`config.mk`:
```
export PLATFORM = sky130hd
export DESIGN_NAME = mem_port_arbiter
export DESIGN_NICKNAME = d
export VERILOG_FILES = /design/src/rtl/mem_port_arbiter.sv
export SDC_FILE = /design/constraint.sdc
export NUM_CORES = 1
export LEC_CHECK = 0
export BUFFER_PORTS_ARGS = -buffer_cell sky130_fd_sc_hd__buf_2
export CORE_MARGIN = 2
export CORE_UTILIZATION = 47
export DETAILED_ROUTE_END_ITERATION = 7
export PLACE_DENSITY_LB_ADDON = 0.1
export SLEW_MARGIN = 20
export SYNTH_ARGS = -nofsm -noshare
export SYNTH_HDL_FRONTEND = slang
export SYNTH_SLANG_ARGS = --single-unit
```
`constraint.sdc`:
```
create_clock -name clk -period 5.8 [get_ports clk]
set_input_delay 0.58 -clock clk [delete_from_list [all_inputs] [get_ports clk]]
set_output_delay 0.58 -clock clk [all_outputs]
set_load 0.005 [all_outputs]
```
`src/rtl/mem_port_arbiter.sv`:
```
// Shares one memory port between instruction fetch (I) and data access (D):
// data-priority grants with a starvation guard, one outstanding transaction, response timeout.
module mem_port_arbiter #(
    parameter int unsigned ADDR_W         = 32,
    parameter int unsigned DATA_W         = 32,
    parameter int unsigned MAX_D_STREAK   = 4,
    parameter int unsigned TIMEOUT_CYCLES = 64
) (
    input  logic                  clk,
    input  logic                  reset,

    input  logic                  ireq_valid,
    input  logic [ADDR_W-1:0]     ireq_addr,
    output logic                  ireq_ready,
    output logic                  iresp_valid,
    output logic [DATA_W-1:0]     iresp_data,
    output logic                  iresp_err,

    input  logic                  dreq_valid,
    input  logic                  dreq_we,
    input  logic [ADDR_W-1:0]     dreq_addr,
    input  logic [DATA_W-1:0]     dreq_wdata,
    input  logic [DATA_W/8-1:0]   dreq_wstrb,
    output logic                  dreq_ready,
    output logic                  dresp_valid,
    output logic [DATA_W-1:0]     dresp_rdata,
    output logic                  dresp_err,

    output logic                  mem_req_valid,
    input  logic                  mem_req_ready,
    output logic                  mem_we,
    output logic [ADDR_W-1:0]     mem_addr,
    output logic [DATA_W-1:0]     mem_wdata,
    output logic [DATA_W/8-1:0]   mem_wstrb,
    input  logic                  mem_resp_valid,
    input  logic [DATA_W-1:0]     mem_resp_data
);

    localparam int unsigned STRB_W = DATA_W / 8;
    localparam int unsigned STRK_W = (MAX_D_STREAK > 0) ? $clog2(MAX_D_STREAK + 1) : 1;
    localparam int unsigned TMR_W  = (TIMEOUT_CYCLES > 1) ? $clog2(TIMEOUT_CYCLES) : 1;

    localparam logic OWN_I = 1'b0;
    localparam logic OWN_D = 1'b1;

    typedef enum logic [1:0] {
        S_IDLE  = 2'd0,
        S_ISSUE = 2'd1,
        S_WAIT  = 2'd2
    } state_e;

    state_e              state_q,         state_d;
    logic                owner_q,         owner_d;
    logic                we_q,            we_d;
    logic [ADDR_W-1:0]   addr_q,          addr_d;
    logic [DATA_W-1:0]   wdata_q,         wdata_d;
    logic [STRB_W-1:0]   wstrb_q,         wstrb_d;
    logic [STRK_W-1:0]   streak_q,        streak_d;
    logic [TMR_W-1:0]    timer_q,         timer_d;
    logic                mem_req_valid_q, mem_req_valid_d;
    logic                iresp_valid_q,   iresp_valid_d;
    logic [DATA_W-1:0]   iresp_data_q,    iresp_data_d;
    logic                iresp_err_q,     iresp_err_d;
    logic                dresp_valid_q,   dresp_valid_d;
    logic [DATA_W-1:0]   dresp_rdata_q,   dresp_rdata_d;
    logic                dresp_err_q,     dresp_err_d;

    logic                grant_i_c;
    logic                grant_d_c;
    logic                streak_full_c;
    logic                rsp_fire_c;
    logic                rsp_err_c;
    logic [DATA_W-1:0]   rsp_data_c;

    // Grant: D by default, I once D has won MAX_D_STREAK times in a row over a waiting I.
    always_comb begin
        grant_i_c     = 1'b0;
        grant_d_c     = 1'b0;
        streak_full_c = (streak_q == STRK_W'(MAX_D_STREAK));
        if (state_q == S_IDLE) begin
            if (dreq_valid && !(ireq_valid && streak_full_c)) begin
                grant_d_c = 1'b1;
            end else if (ireq_valid) begin
                grant_i_c = 1'b1;
            end
        end
    end

    assign ireq_ready = grant_i_c;
    assign dreq_ready = grant_d_c;

    always_comb begin
        state_d         = state_q;
        owner_d         = owner_q;
        we_d            = we_q;
        addr_d          = addr_q;
        wdata_d         = wdata_q;
        wstrb_d         = wstrb_q;
        streak_d        = streak_q;
        timer_d         = timer_q;
        mem_req_valid_d = mem_req_valid_q;
        iresp_valid_d   = 1'b0;
        iresp_data_d    = iresp_data_q;
        iresp_err_d     = iresp_err_q;
        dresp_valid_d   = 1'b0;
        dresp_rdata_d   = dresp_rdata_q;
        dresp_err_d     = dresp_err_q;
        rsp_fire_c      = 1'b0;
        rsp_err_c       = 1'b0;
        rsp_data_c      = '0;

        case (state_q)
            S_IDLE: begin
                if (grant_i_c) begin
                    owner_d         = OWN_I;
                    we_d            = 1'b0;
                    addr_d          = ireq_addr;
                    wdata_d         = '0;
                    wstrb_d         = '0;
                    streak_d        = '0;
                    mem_req_valid_d = 1'b1;
                    state_d         = S_ISSUE;
                end else if (grant_d_c) begin
                    owner_d         = OWN_D;
                    we_d            = dreq_we;
                    addr_d          = dreq_addr;
                    wdata_d         = dreq_wdata;
                    wstrb_d         = dreq_we ? dreq_wstrb : '0;
                    mem_req_valid_d = 1'b1;
                    state_d         = S_ISSUE;
                    if (!ireq_valid) begin
                        streak_d = '0;
                    end else if (!streak_full_c) begin
                        streak_d = streak_q + STRK_W'(1);
                    end
                end
            end
            S_ISSUE: begin
                if (mem_req_ready) begin
                    mem_req_valid_d = 1'b0;
                    timer_d         = '0;
                    state_d         = S_WAIT;
                end
            end
            S_WAIT: begin
                // A response arriving on the timeout cycle still counts as a normal response.
                if (mem_resp_valid) begin
                    rsp_fire_c = 1'b1;
                    rsp_data_c = we_q ? '0 : mem_resp_data;
                end else if (timer_q == TMR_W'(TIMEOUT_CYCLES - 1)) begin
                    rsp_fire_c = 1'b1;
                    rsp_err_c  = 1'b1;
                end else begin
                    timer_d = timer_q + TMR_W'(1);
                end
                if (rsp_fire_c) begin
                    state_d = S_IDLE;
                end
            end
            default: begin
                state_d         = S_IDLE;
                mem_req_valid_d = 1'b0;
            end
        endcase

        // Route the completion to whichever requester owns the transaction.
        if (rsp_fire_c) begin
            if (owner_q == OWN_D) begin
                dresp_valid_d = 1'b1;
                dresp_rdata_d = rsp_data_c;
                dresp_err_d   = rsp_err_c;
            end else begin
                iresp_valid_d = 1'b1;
                iresp_data_d  = rsp_data_c;
                iresp_err_d   = rsp_err_c;
            end
        end
    end

    always_ff @(posedge clk or posedge reset) begin
        if (reset) begin
            state_q         <= S_IDLE;
            owner_q         <= OWN_I;
            we_q            <= 1'b0;
            addr_q          <= '0;
            wdata_q         <= '0;
            wstrb_q         <= '0;
            streak_q        <= '0;
            timer_q         <= '0;
            mem_req_valid_q <= 1'b0;
            iresp_valid_q   <= 1'b0;
            iresp_data_q    <= '0;
            iresp_err_q     <= 1'b0;
            dresp_valid_q   <= 1'b0;
            dresp_rdata_q   <= '0;
            dresp_err_q     <= 1'b0;
        end else begin
            state_q         <= state_d;
            owner_q         <= owner_d;
            we_q            <= we_d;
            addr_q          <= addr_d;
            wdata_q         <= wdata_d;
            wstrb_q         <= wstrb_d;
            streak_q        <= streak_d;
            timer_q         <= timer_d;
            mem_req_valid_q <= mem_req_valid_d;
            iresp_valid_q   <= iresp_valid_d;
            iresp_data_q    <= iresp_data_d;
            iresp_err_q     <= iresp_err_d;
            dresp_valid_q   <= dresp_valid_d;
            dresp_rdata_q   <= dresp_rdata_d;
            dresp_err_q     <= dresp_err_d;
        end
    end

    assign mem_req_valid = mem_req_valid_q;
    assign mem_we        = we_q;
    assign mem_addr      = addr_q;
    assign mem_wdata     = wdata_q;
    assign mem_wstrb     = wstrb_q;
    assign iresp_valid   = iresp_valid_q;
    assign iresp_data    = iresp_data_q;
    assign iresp_err     = iresp_err_q;
    assign dresp_valid   = dresp_valid_q;
    assign dresp_rdata   = dresp_rdata_q;
    assign dresp_err     = dresp_err_q;

endmodule

```
Word level (Yosys, flattened, before mapping)
Index checks and enable logic that the tools add are counted.

Register bits after elaboration: 150.

Multiplexer cells: 45. Equal/unequal tests: 10. Reductions and logical operators: 13. Bitwise gates (word level): 2. $add $sub $neg: 2.

Operators with widths (number): $mux W32 (7); $mux W1 (21); $mux W6 (3); $mux W3 (4); $mux W4 (3); $pmux W6 S2 (1); $reduce_and A3 Y1 (3); $mux W2 (4); $ne A2 B2 Y1 const B (4); $add A6 B1 Y6 const B (1); $eq A6 B6 Y1 const B (1); $ne A3 B3 Y1 const B (2); $pmux W2 S3 (1); $reduce_and A2 Y1 (3); $reduce_and A4 Y1 (1); $reduce_bool A2 Y1 (2); $add A3 B1 Y3 const B (1); $eq A3 B3 Y1 const B (1); $pmux W1 S3 (1); $eq A2 B1 Y1 const B (1); $eq A2 B2 Y1 const B (1); $logic_and A1 B1 Y1 (2); $logic_not A2 Y1 (1); $not A1 Y1 (2); $logic_not A1 Y1 (1).

Logic depth before layout (Yosys ltp)
Depth after elaboration: 9. Mapped depth: 8.

Worst setup path before layout
Ideal clock, no wire load.

Path kind: input to output. Start point: input port ireq_valid. End point: output port ireq_ready. Data required time: 5220 ps. Cell stages on the path: 4. Path slack: 3831 ps. Path buffers: 1. Arrival: 1389 ps. Cells stage by stage: or3b_4 > a21o_4 > inv_2 > buf_4.

Longest elaborated chain between the ends: 5.

Ends and longest elaborated chain: start, declared (RTL line 12) `input logic ireq_valid,`; $logic_and A1 B1 Y1 (RTL line 81) `if (dreq_valid && !(ireq_valid && streak_full_c)) begin`; $logic_not A1 Y1 (RTL line 81); $logic_and A1 B1 Y1 (RTL line 81); $mux W1 (*) (RTL line 81); $mux W1 (*) (RTL line 80) `if (state_q == S_IDLE) begin`; end, declared (RTL line 14) `output logic ireq_ready,`.

Every way passes the cells marked *; elsewhere a longest branch is shown, timed or not.

Final worst setup path
Start point: register state_q[1]. End point: output port ireq_ready.

Longest elaborated chain between the ends: 2.

Ends and longest elaborated chain: start, declared (RTL line 52) `state_e state_q, state_d;`; start signal, assigned (RTL line 198) `state_q <= state_d;`; $logic_not A2 Y1 (RTL line 80); $mux W1 (RTL line 80).

No other way between the ends.

==> flow_summary.yaml <==
run_status:
  run_status: "completed"
placement:
  port-buffer-count: 278
  post-dp-hpwl_mm: 11.6
  routabilityCongestion: 0.780
  preCtsSetupSlack_ns: 3.05
cts:
  post_cts.resized_instances: 0
  cts-hold-fix-buffers: 0
  tritoncts: "yes"
  clk-insertion-delay-late_ns: 0.41
  postCtsSetupBuffers: 0
  clk_pin_slew_ns: 0.06
  cts-htree-levels: 4
  cts_sinks: 150
  ctsRootBufferMaster: "clkbuf_16"
  cts_inserted_buffers: 17
  clock_path_buffers: 2
routing:
  route.detailed.wl_per_inst_um: 16.8
  detailedRoute.firstPassIterationCount: 4
  total_wirelength_mm: 16.5
  detail_route.drc_violations: 0
  route.vias.total: 5209
  via_per_inst: 5.33
  antenna_violating_nets_post_route: 0
  drt_iter0_drcs: 422
logic_synthesis:
  yosys.cell_count.top_type: "dfrtp_1"
  mappedNetlistArea_mm2: 0.00619
  ys.flop_type: "dfrtp_1"
  synth_cell_types: 33
  synth_top_area_cell: "dfrtp_1"
  syn-num-nets: 675
  synthesis.yosys.warnings: 0
  synth_edf_count: 0
  post_synth_main_area_contributors: "dfrtp_1 (61%), a32o_1 (11%), o22ai_2 (6.1%), nand2_1 (4.9%), nor2_1 (4.1%)"
  synth_register_bits: 150
  synth_top_cell_area_share_pct: 60.6
  synthesis.instances: 533
  synth_commonest_cells: "dfrtp_1 (150), nand2_1 (81), a32o_1 (68), nor2_1 (68), o22ai_2 (30)"
  synth_sequential_area_ratio_pct: 60.6
  mapped_avg_cell_area_um2: 11.6
  ys_async_sr_fraction_pct: 100
setup_path:
  critical_path.cell_chain: "or3b_4 -> a21o_4 -> inv_2 -> buf_2"
  timing.critical_path.slowest_stage_cell: "or3b_4"
  worstPathMaxFanout: 33
  critical-path-top-delay-family: "buffers and inverters"
  worst-path-buf-inv: 2
  cp.arrival_ns: 2.35
  crit_required_ns: 5.22
  worstSetupEndpointType: "output pin"
  cpPeakStageDelay_ns: 0.51
  critPathLaunchType: "flip-flop"
  worst-setup-path-type: "flip-flop to output pin"
timing:
  fin_crit_ns: 2.93
  relSlewSlack_pct: 28.7
  setup_total_negative_slack_ns: 0
  setup_repair_after_global_routing_missed_its_margin: "no"
  timing.final.ws_setup_ns: 2.87
  hold_ws_ns: 0.367
  post-route-period-util_pct: 50.5
  fin_skew_ns: 0.00785
  setup_viol: 0
  timing_hold_violations_final: 0
  tightestPinTransition_ns: 1.07
  maxSlewViolCount: 0
  max_freq_mhz: 341
floorplan:
  start_util_pct: 48.7
  placement_rows: 41
  floorplan_core_area_mm2: 0.0127
  area_of_the_die_mm2: 0.0141
  die_h_um: 119
  io_pins: 279
  die-width_um: 119
run:
  drv_cap: 0
global_routing:
  grt_pass1_vias: 5249
  maximum_number_of_pins_on_one_net_before_global_route_repair: 107
  grt_first_pass_wirelength_mm: 27.0
  groute.usage.overall_pct: 24.2
  antenna_found_initial: 0
  global_route.overflow_total: 0
power:
  power_density_over_the_cells_mw_per_mm2: 538
  power.leakage_nw: 4.13
  peakVddDrop_mv: 0.237
  post-layout-total-power_w: 0.00444
layout:
  layout-drive-gt1-share_pct: 44.0
  antenna_cells: 0
  nFillCells: 1101
  design.final.nets: 936
  sequential_cell_area_mm2: 0.00375
  multi_input_gate_area_mm2: 0.00216
  layout-area-overhead-vs-synth_pct: 33.1
  final_core_occ_pct: 64.8
hold_path:
  hold_path_class: "primary input to flip-flop"
## layout by cell type, fill, tap and decap left out, types with 2 or more instances in the layout
master      netlist  layout
nor3_1            2       2
a21oi_1          26      26
and2_1            2       2
clkinvlp_4        0       2
nand3_1          17      17
nor2_1           68      68
o21ai_2           2       2
a32o_1           68      68
clkbuf_16         0      17
o21ai_0           8       7
ha_1              3       3
mux2i_1           3       3
inv_1             9       8
clkbuf_1          3       2
nand2_1          81      81
buf_2            27     278
o22ai_2          30      30
o22ai_1           4       4
bufinv_16         0       4
nand2b_1          2       2
dfrtp_1         150     150
clkbuf_8          0       4
clkinv_2          0       2
buf_4             5       6
a31oi_1           2       2
## per-stage QoR
step,instance area (um2),instances
after detailed placement,7610,947
after floorplan,6190,533
after global routing,8240,978
after global placement,7600,947
after CTS,8240,978
final,8240,978
## cells by family after synthesis
| group | share of synthesized area [%] |
|---|---|
| AOI/OAI and AO/OA | 21.3 |
| DFF | 60.6 |
| buffers and inverters | 4.85 |
| adders and majority gates | 0.606 |
| and+or+nand+nor | 12.1 |
| muxes | 0.485 |
## final cells by class
| class | count | share of cell area (%) |
|---|---|---|
| sequential | 150 | 45.6 |
| multi-input combinational | 331 | 26.2 |
| timing repair buffer | 284 | 17.4 |
| clock buffer | 23 | 5.92 |
| tap | 172 | 2.61 |
| clock inverter | 8 | 1.76 |
| inverter | 10 | 0.516 |
## state kept, by name, indices dropped and copies added (netlist names), 2 cells and up
signal	flops
timer_q	6
streak_q	3
dresp_rdata	32
mem_wdata	32
iresp_data	32
state_q	2
mem_wstrb	4
mem_addr	32
## power breakdown
part	internal [W]	switching, W
clock network	0.000762	0.000402
logic	0.000709	0.000811
registers	0.00150	0.000255
total	0.00297	0.00147
## worst register-to-register path: cells and delay by family (launching register included)
kind / cells / cell delay [ns]
flip-flops: 1 / 0.44
AND/OR/NAND/NOR: 2 / 0.51
AO/OA/AOI/OAI: 2 / 1.09
## routing by layer
| metal | part of all wire, % | up-vias | wire (um) | GRT usage [%] |
|---|---|---|---|---|
| li1 | - | 2446 | - | - |
| met1 | 40 | 2534 | 6670 | 29.3 |
| met2 | 51 | 209 | 8330 | 41.2 |
| met3 | 7.3 | 20 | 1210 | 7.00 |
| met4 | 1.6 | 0 | 265 | 8.33 |
| met5 | 0 | - | 0 | 0 |
## final timing paths
check	slack [ns]	to	cells after the start	start
min reg2reg	0.48	dresp_rdata[30]	1	dresp_rdata[30]
min	0.37	mem_wdata[6]	3	dreq_wdata[6]
max in group asynchronous	4.32	dresp_rdata[10]	3	reset
max reg2reg	3.67	mem_wdata[19]	4	state_q[1]
min in group asynchronous	0.38	mem_addr[17]	2	reset
max	2.87	ireq_ready	4	state_q[1]
Power figures use the tool's default switching activity.
